[src/rtl/mc_ctrl_fsm.sv]
// Multi-cycle MIPS control unit: steps each instruction through
// fetch/decode/execute/memory/write-back and drives the datapath
// mux selects and write enables as Moore outputs.
module mc_ctrl_fsm #(
  parameter int unsigned STATE_W = 4
) (
  input  logic               clk,
  input  logic               reset,
  input  logic [5:0]         opcode,
  input  logic [5:0]         funct,
  input  logic               zero,
  output logic [1:0]         RegDst,
  output logic               ALUSrc,
  output logic [1:0]         DatatoReg,
  output logic               RegWrite,
  output logic               MemWrite,
  output logic               IRWrite,
  output logic               PCWrite,
  output logic [1:0]         PCSrc,
  output logic [1:0]         ExtOp,
  output logic [2:0]         ALUOp,
  output logic [STATE_W-1:0] state
);

  typedef enum logic [STATE_W-1:0] {
    FETCH   = STATE_W'(0),
    DECODE  = STATE_W'(1),
    EXE_R   = STATE_W'(2),
    EXE_I   = STATE_W'(3),
    MEM_ADR = STATE_W'(4),
    MEM_RD  = STATE_W'(5),
    MEM_WR  = STATE_W'(6),
    WB_ALU  = STATE_W'(7),
    WB_MEM  = STATE_W'(8),
    BRANCH  = STATE_W'(9),
    JUMP    = STATE_W'(10)
  } state_t;

  localparam logic [5:0] OP_RTYPE = 6'b000000;
  localparam logic [5:0] OP_ORI   = 6'b001101;
  localparam logic [5:0] OP_LUI   = 6'b001111;
  localparam logic [5:0] OP_LW    = 6'b100011;
  localparam logic [5:0] OP_SW    = 6'b101011;
  localparam logic [5:0] OP_BEQ   = 6'b000100;
  localparam logic [5:0] OP_J     = 6'b000010;
  localparam logic [5:0] OP_JAL   = 6'b000011;

  localparam logic [5:0] FN_ADDU  = 6'b100001;
  localparam logic [5:0] FN_SUBU  = 6'b100011;
  localparam logic [5:0] FN_JR    = 6'b001000;

  localparam logic [2:0] ALU_ADD  = 3'b000;
  localparam logic [2:0] ALU_SUB  = 3'b001;
  localparam logic [2:0] ALU_OR   = 3'b010;

  state_t     state_q;
  state_t     state_d;
  logic [5:0] op_q;
  logic [5:0] fn_q;

  // State register; opcode/funct captured on leaving DECODE so later
  // states decode from a private copy rather than the live IR lines.
  always_ff @(posedge clk) begin
    if (reset) begin
      state_q <= FETCH;
      op_q    <= '0;
      fn_q    <= '0;
    end else begin
      state_q <= state_d;
      if (state_q == DECODE) begin
        op_q <= opcode;
        fn_q <= funct;
      end
    end
  end

  // Next-state selection; DECODE dispatches on the live IR fields.
  always_comb begin
    state_d = FETCH;
    unique case (state_q)
      FETCH:  state_d = DECODE;
      DECODE: begin
        unique case (opcode)
          OP_RTYPE: begin
            if (funct == FN_ADDU || funct == FN_SUBU) state_d = EXE_R;
            else if (funct == FN_JR)                  state_d = JUMP;
            else                                      state_d = FETCH;
          end
          OP_ORI, OP_LUI: state_d = EXE_I;
          OP_LW, OP_SW:   state_d = MEM_ADR;
          OP_BEQ:         state_d = BRANCH;
          OP_J, OP_JAL:   state_d = JUMP;
          default:        state_d = FETCH;
        endcase
      end
      EXE_R, EXE_I: state_d = WB_ALU;
      MEM_ADR:      state_d = (op_q == OP_LW) ? MEM_RD : MEM_WR;
      MEM_RD:       state_d = WB_MEM;
      default:      state_d = FETCH;
    endcase
  end

  // Moore outputs from state and latched fields; reset forces everything low.
  always_comb begin
    RegDst    = '0;
    ALUSrc    = 1'b0;
    DatatoReg = '0;
    RegWrite  = 1'b0;
    MemWrite  = 1'b0;
    IRWrite   = 1'b0;
    PCWrite   = 1'b0;
    PCSrc     = '0;
    ExtOp     = '0;
    ALUOp     = ALU_ADD;
    if (!reset) begin
      unique case (state_q)
        FETCH: begin
          IRWrite = 1'b1;
          PCWrite = 1'b1;
        end
        EXE_R: begin
          ALUOp = (fn_q == FN_SUBU) ? ALU_SUB : ALU_ADD;
        end
        EXE_I: begin
          ALUSrc = 1'b1;
          ALUOp  = ALU_OR;
          ExtOp  = (op_q == OP_LUI) ? 2'b10 : 2'b00;
        end
        // ALU controls repeat the EXE values so the written result is stable.
        WB_ALU: begin
          RegWrite = 1'b1;
          if (op_q == OP_RTYPE) begin
            RegDst = 2'b01;
            ALUOp  = (fn_q == FN_SUBU) ? ALU_SUB : ALU_ADD;
          end else begin
            ALUSrc = 1'b1;
            ALUOp  = ALU_OR;
            ExtOp  = (op_q == OP_LUI) ? 2'b10 : 2'b00;
          end
        end
        MEM_ADR, MEM_RD: begin
          ALUSrc = 1'b1;
          ExtOp  = 2'b01;
        end
        MEM_WR: begin
          ALUSrc   = 1'b1;
          ExtOp    = 2'b01;
          MemWrite = 1'b1;
        end
        WB_MEM: begin
          RegWrite  = 1'b1;
          DatatoReg = 2'b01;
        end
        BRANCH: begin
          ALUOp   = ALU_SUB;
          ExtOp   = 2'b01;
          PCSrc   = 2'b01;
          PCWrite = zero;
        end
        JUMP: begin
          PCWrite = 1'b1;
          if (op_q == OP_RTYPE) begin
            PCSrc = 2'b11;
          end else begin
            PCSrc = 2'b10;
            if (op_q == OP_JAL) begin
              RegWrite  = 1'b1;
              RegDst    = 2'b10;
              DatatoReg = 2'b10;
            end
          end
        end
        default: ;
      endcase
    end
  end

  assign state = state_q;

endmodule

[config.mk]
export PLATFORM = sky130hd
export DESIGN_NAME = mc_ctrl_fsm
export DESIGN_NICKNAME = d
export VERILOG_FILES = /design/src/rtl/mc_ctrl_fsm.sv
export SDC_FILE = /design/constraint.sdc
export NUM_CORES = 1
export LEC_CHECK = 0
export CORE_MARGIN = 2
export CORE_UTILIZATION = 44
export DETAILED_ROUTE_END_ITERATION = 8
export GPL_TIMING_DRIVEN = 0
export HOLD_SLACK_MARGIN = 0.06
export PLACE_DENSITY = 0.78
export SLEW_MARGIN = 20
export SYNTH_ARGS = -nofsm -noshare
export SYNTH_HDL_FRONTEND = slang
export SYNTH_SLANG_ARGS = --single-unit
export TNS_END_PERCENT = 50
[constraint.sdc]
create_clock -name clk -period 2.45 [get_ports clk]
set_input_delay 0.735 -clock clk [delete_from_list [all_inputs] [get_ports clk]]
set_output_delay 0.735 -clock clk [all_outputs]
set_load 0.02 [all_outputs]
==> metrics.md <==
| Metric | Value |
|---|---|
| Run status | finished, violations left |
| Failing checks | setup timing |
| Post-route cell area | 1530 µm² |
| Startpoint Class | input pin |
| Slew Limit Fails | 0 |
| Clk pin slew, worst setup/hold paths | 0.10 ns |
| Cts bufs inserted | 3 |
| Synth area leader | dfxtp_1 |
| Clock Skews | around 0.004 ns |
| CTS tree | built |
| Hold WS | approximately 0.47 ns |
| CTS root buf | clkbuf_4 |
| RSZ-0062 raised after global routing | yes |
| Pre-antenna DRT Iters | 4 |
| Adder-Cell Fraction of Synth Area | 0% |
| FMAX | approximately 0.40 GHz |
| Routed WL per cell | 14.2 µm |
| Post-synthesis mux area share | 0% |
| Share of layout cells above drive strength 1 | 29.8% |
| Die width | between 50 and 60 µm |
| Gate count after technology mapping | about 140 |
| Seq cells post-synth | 16 |
| # rows | 17 |
| Initial antenna violation count | 0 |
| Worst Hold Class | flip-flop to flip-flop |
| Synth warnings | 0 |
| Yosys cell types | 36 |
| PortBufs | 32 |
| Worst IR drop on VDD | a little over 0.3 mV |
| Commonest non-fill, non-tap cells in the layout | nand2_1 (30), a21oi_1 (17), clkdlybuf4s50_1 (16) |
| Commonest non-fill, non-tap cell in the layout | nand2_1 |
| P_leak | 0.575 nW |
| PnR worst setup slack | -0.0368 ns |
| Hold Vio Cnt, Final | 0 |
| Via count | around 1200 |
| Clock sinks | 16 |
| Residual DRC | 0 |
| Drt first-iter violations | 27 |
| Dpl cells | approximately 200 |
| Sequential element share of the synthesized area | about a third |
| Total Routed Length | ~3000 µm |
| Fin cells | about 210 |
| Avg Synthesized Cell Area | approximately 7.1 µm² |
| R2R cell count | 5 |
| WP buf/inv | 2 |
| Dpl ws | -0.608 ns |
| Clock Latency Late Sink | 0.28 ns |
| Min cycle time layout | 2.49 ns |
| Critical path, cell by cell | clkbuf_16 > or3_4 > nor4_4 > o21bai_4 > buf_6 |
| Io pins | 35 |
| Relative slew margins | approximately 64% |
| Reg2Reg Launch Point | op_q[3]$_SDFFE_PP0P_ |
| Slowest cell on the critical path | or3_4 |
| Die height | between 50 and 60 µm |
| Post-synthesis xor/xnor area fraction | 0% |
| Total die area | 2720 µm² |
| H-tree depth | 1 |
| Setup violators final | 2 |
| Clk buf depth | 2 |
| PwrDens | 547 nW/µm² |
| Final period utilization | 102% |
| Final #Nets | around 200 |
| CP Class | input pin to output port |
| Via density | around 5.7 |
| Max-Cap Viols | 0 |
| Worst R2R End | state[1]$_SDFF_PP0_ |
| Compound-cell area share of the yosys netlist | between 20% and 30% |
| Synth Area in Simple Gates | between 30% and 40% |
| Largest stage delay, worst path | roughly 0.4 ns |
| Min-Delay Endpoint | fn_q[3]$_SDFFE_PP0P_ |
| Core area | around 2200 µm² |
| Top Family by Delay on Critical Path | simple AND/OR/NAND/NOR gates |
| Placed cell area | ~1400 µm² |
| Cell Area, Synth | 1020 µm² |
| Synth top area cells | dfxtp_1 (31%), nand2_1 (11%), a21oi_1 (8.3%), nor3_1 (4.9%), a31oi_1 (3.1%) |
| Final ANT Viol Nets | 0 |
| Number of global-route vias before repair | roughly 1000 |
| Total track usage | 22.9% |
| First-pass GRT wire length | between 4000 and 5000 µm |
| Diodes inserted | 0 |
| Critical path arrival | roughly 1.8 ns |
| Largest family of logic cells by synthesized area | simple AND/OR/NAND/NOR gates |
| Initial Utilization | 46.2% |
| Routability Congestion | 0.822 |
| Slew @ Worst Pin | about 0.53 ns |
| Largest net degree at the start of global routing | 11 |
| Area fraction of the dominant cell type after synthesis | around a third |
| HPWL Detailed | ~2200 µm |
| GRT overflow | 0 |
| Area Growth Syn to Fin | 49.5% |
| Post-Syn Nets | around 160 |
| Worst Path Max Fanout | 8 |
| Hold Path Cell Cnt | 2 |
| R2R Setup Slk | ~0.83 ns |
| Critical path data required time | about 1.7 ns |
| Crit. End Element | output port |
| HP Start | fn_q[3]$_SDFFE_PP0P_ |
[state kept, by name, indices dropped and copies added, names as in the netlist]
name	count
fn_q	6
op_q	6
state	4
[worst max-delay path by stage]
stage / slack [ns] / start / to / depth (start not counted)
after floorplan: -0.15 / reset / RegWrite / 4
after global placement: -0.59 / zero / PCWrite / 4
after detailed placement: -0.61 / zero / PCWrite / 4
after CTS: -0.02 / reset / RegDst[1] / 4
after global routing: -0.14 / op_q[4]$_SDFFE_PP0P_ / PCSrc[0] / 6
final: -0.04 / reset / RegWrite / 5
[per-layer routing]
layer / vias up / GRT usage, % / share of wire, %
met5: - / 0 / 0
met4: 0 / 10.3 / 1.9
met3: 6 / 3.71 / 6.1
met2: 48 / 36.7 / 49
met1: 552 / 30.2 / 43
li1: 587 / - / -
[where the power goes]
group | switching, W | internal, W
Combinational | 0.000187 | 0.000156
Sequential | 0.0000239 | 0.000292
Clock | 0.0000864 | 0.0000904
Total | 0.000297 | 0.000539
[cell usage after synthesis]
cell and instances:
and3_1 2, or2_2 1, o41ai_1 1, a211oi_1 3, nor2_1 6, or2_1 3, o32ai_1 1, or2_4 1
o21bai_1 1, or4_4 1, nor3b_2 1, clkbuf_1 7, a2111oi_0 1, a21oi_1 17, nor4_2 2, nor2b_1 5
and4b_1 1, o311a_1 1, nor3b_1 1, o22ai_1 1, a41oi_1 1, nor3_1 10, nor4_1 2, nand2b_1 3
buf_2 4, o21ai_1 1, buf_4 1, o22a_1 2, dfxtp_1 16, conb_1 1, or3_1 2, a31oi_1 5
nand2_1 30, a311oi_1 1, inv_1 4, nor4b_1 3
[kinds of logic (layout without fill, tap and decap cells)]
kind of cell | Yosys count | after routing
DFF | 16 | 16
other | 1 | 1
and+or+nand+nor | 74 | 74
AOI/OAI and AO/OA | 36 | 36
buffers and inverters | 16 | 54
[final cells by class]
cell class	count	area (µm²)
Multi-Input combinational cell	111	718
Fill cell	197	686
Sequential cell	16	329
Timing Repair Buffer	36	312
Buffer	10	81.3
Clock buffer	4	36.3
Tap cell	28	35.0
Inverter	4	15.0
[through the flow]
step / total power, W / util, % / TNS [ns]
detailed placement: 0.000599 / 64.1 / -4.95
finish: 0.000835 / 69.0 / -0.0650
floorplan: 0.000498 / - / -0.265
global placement: 0.000594 / 64.1 / -4.76
CTS: 0.000796 / 66.0 / -0.0435
global route: 0.000889 / 69.0 / -0.412
[timing repair]
item,CTS,global route
pin swaps,6,4
resized for setup,64,32
endpoints found under the setup margin,15,15
hold buffers,0,0
setup buffers,2,2
[worst register-to-register path, cell delays in order, from the launching register on]
cell and delay, ns:
dfxtp_2 0.34, or2_4 0.26, buf_4 0.16, or4_4 0.48
a31oi_1 0.18, o32ai_1 0.10
Power figures use the tool's default switching activity.
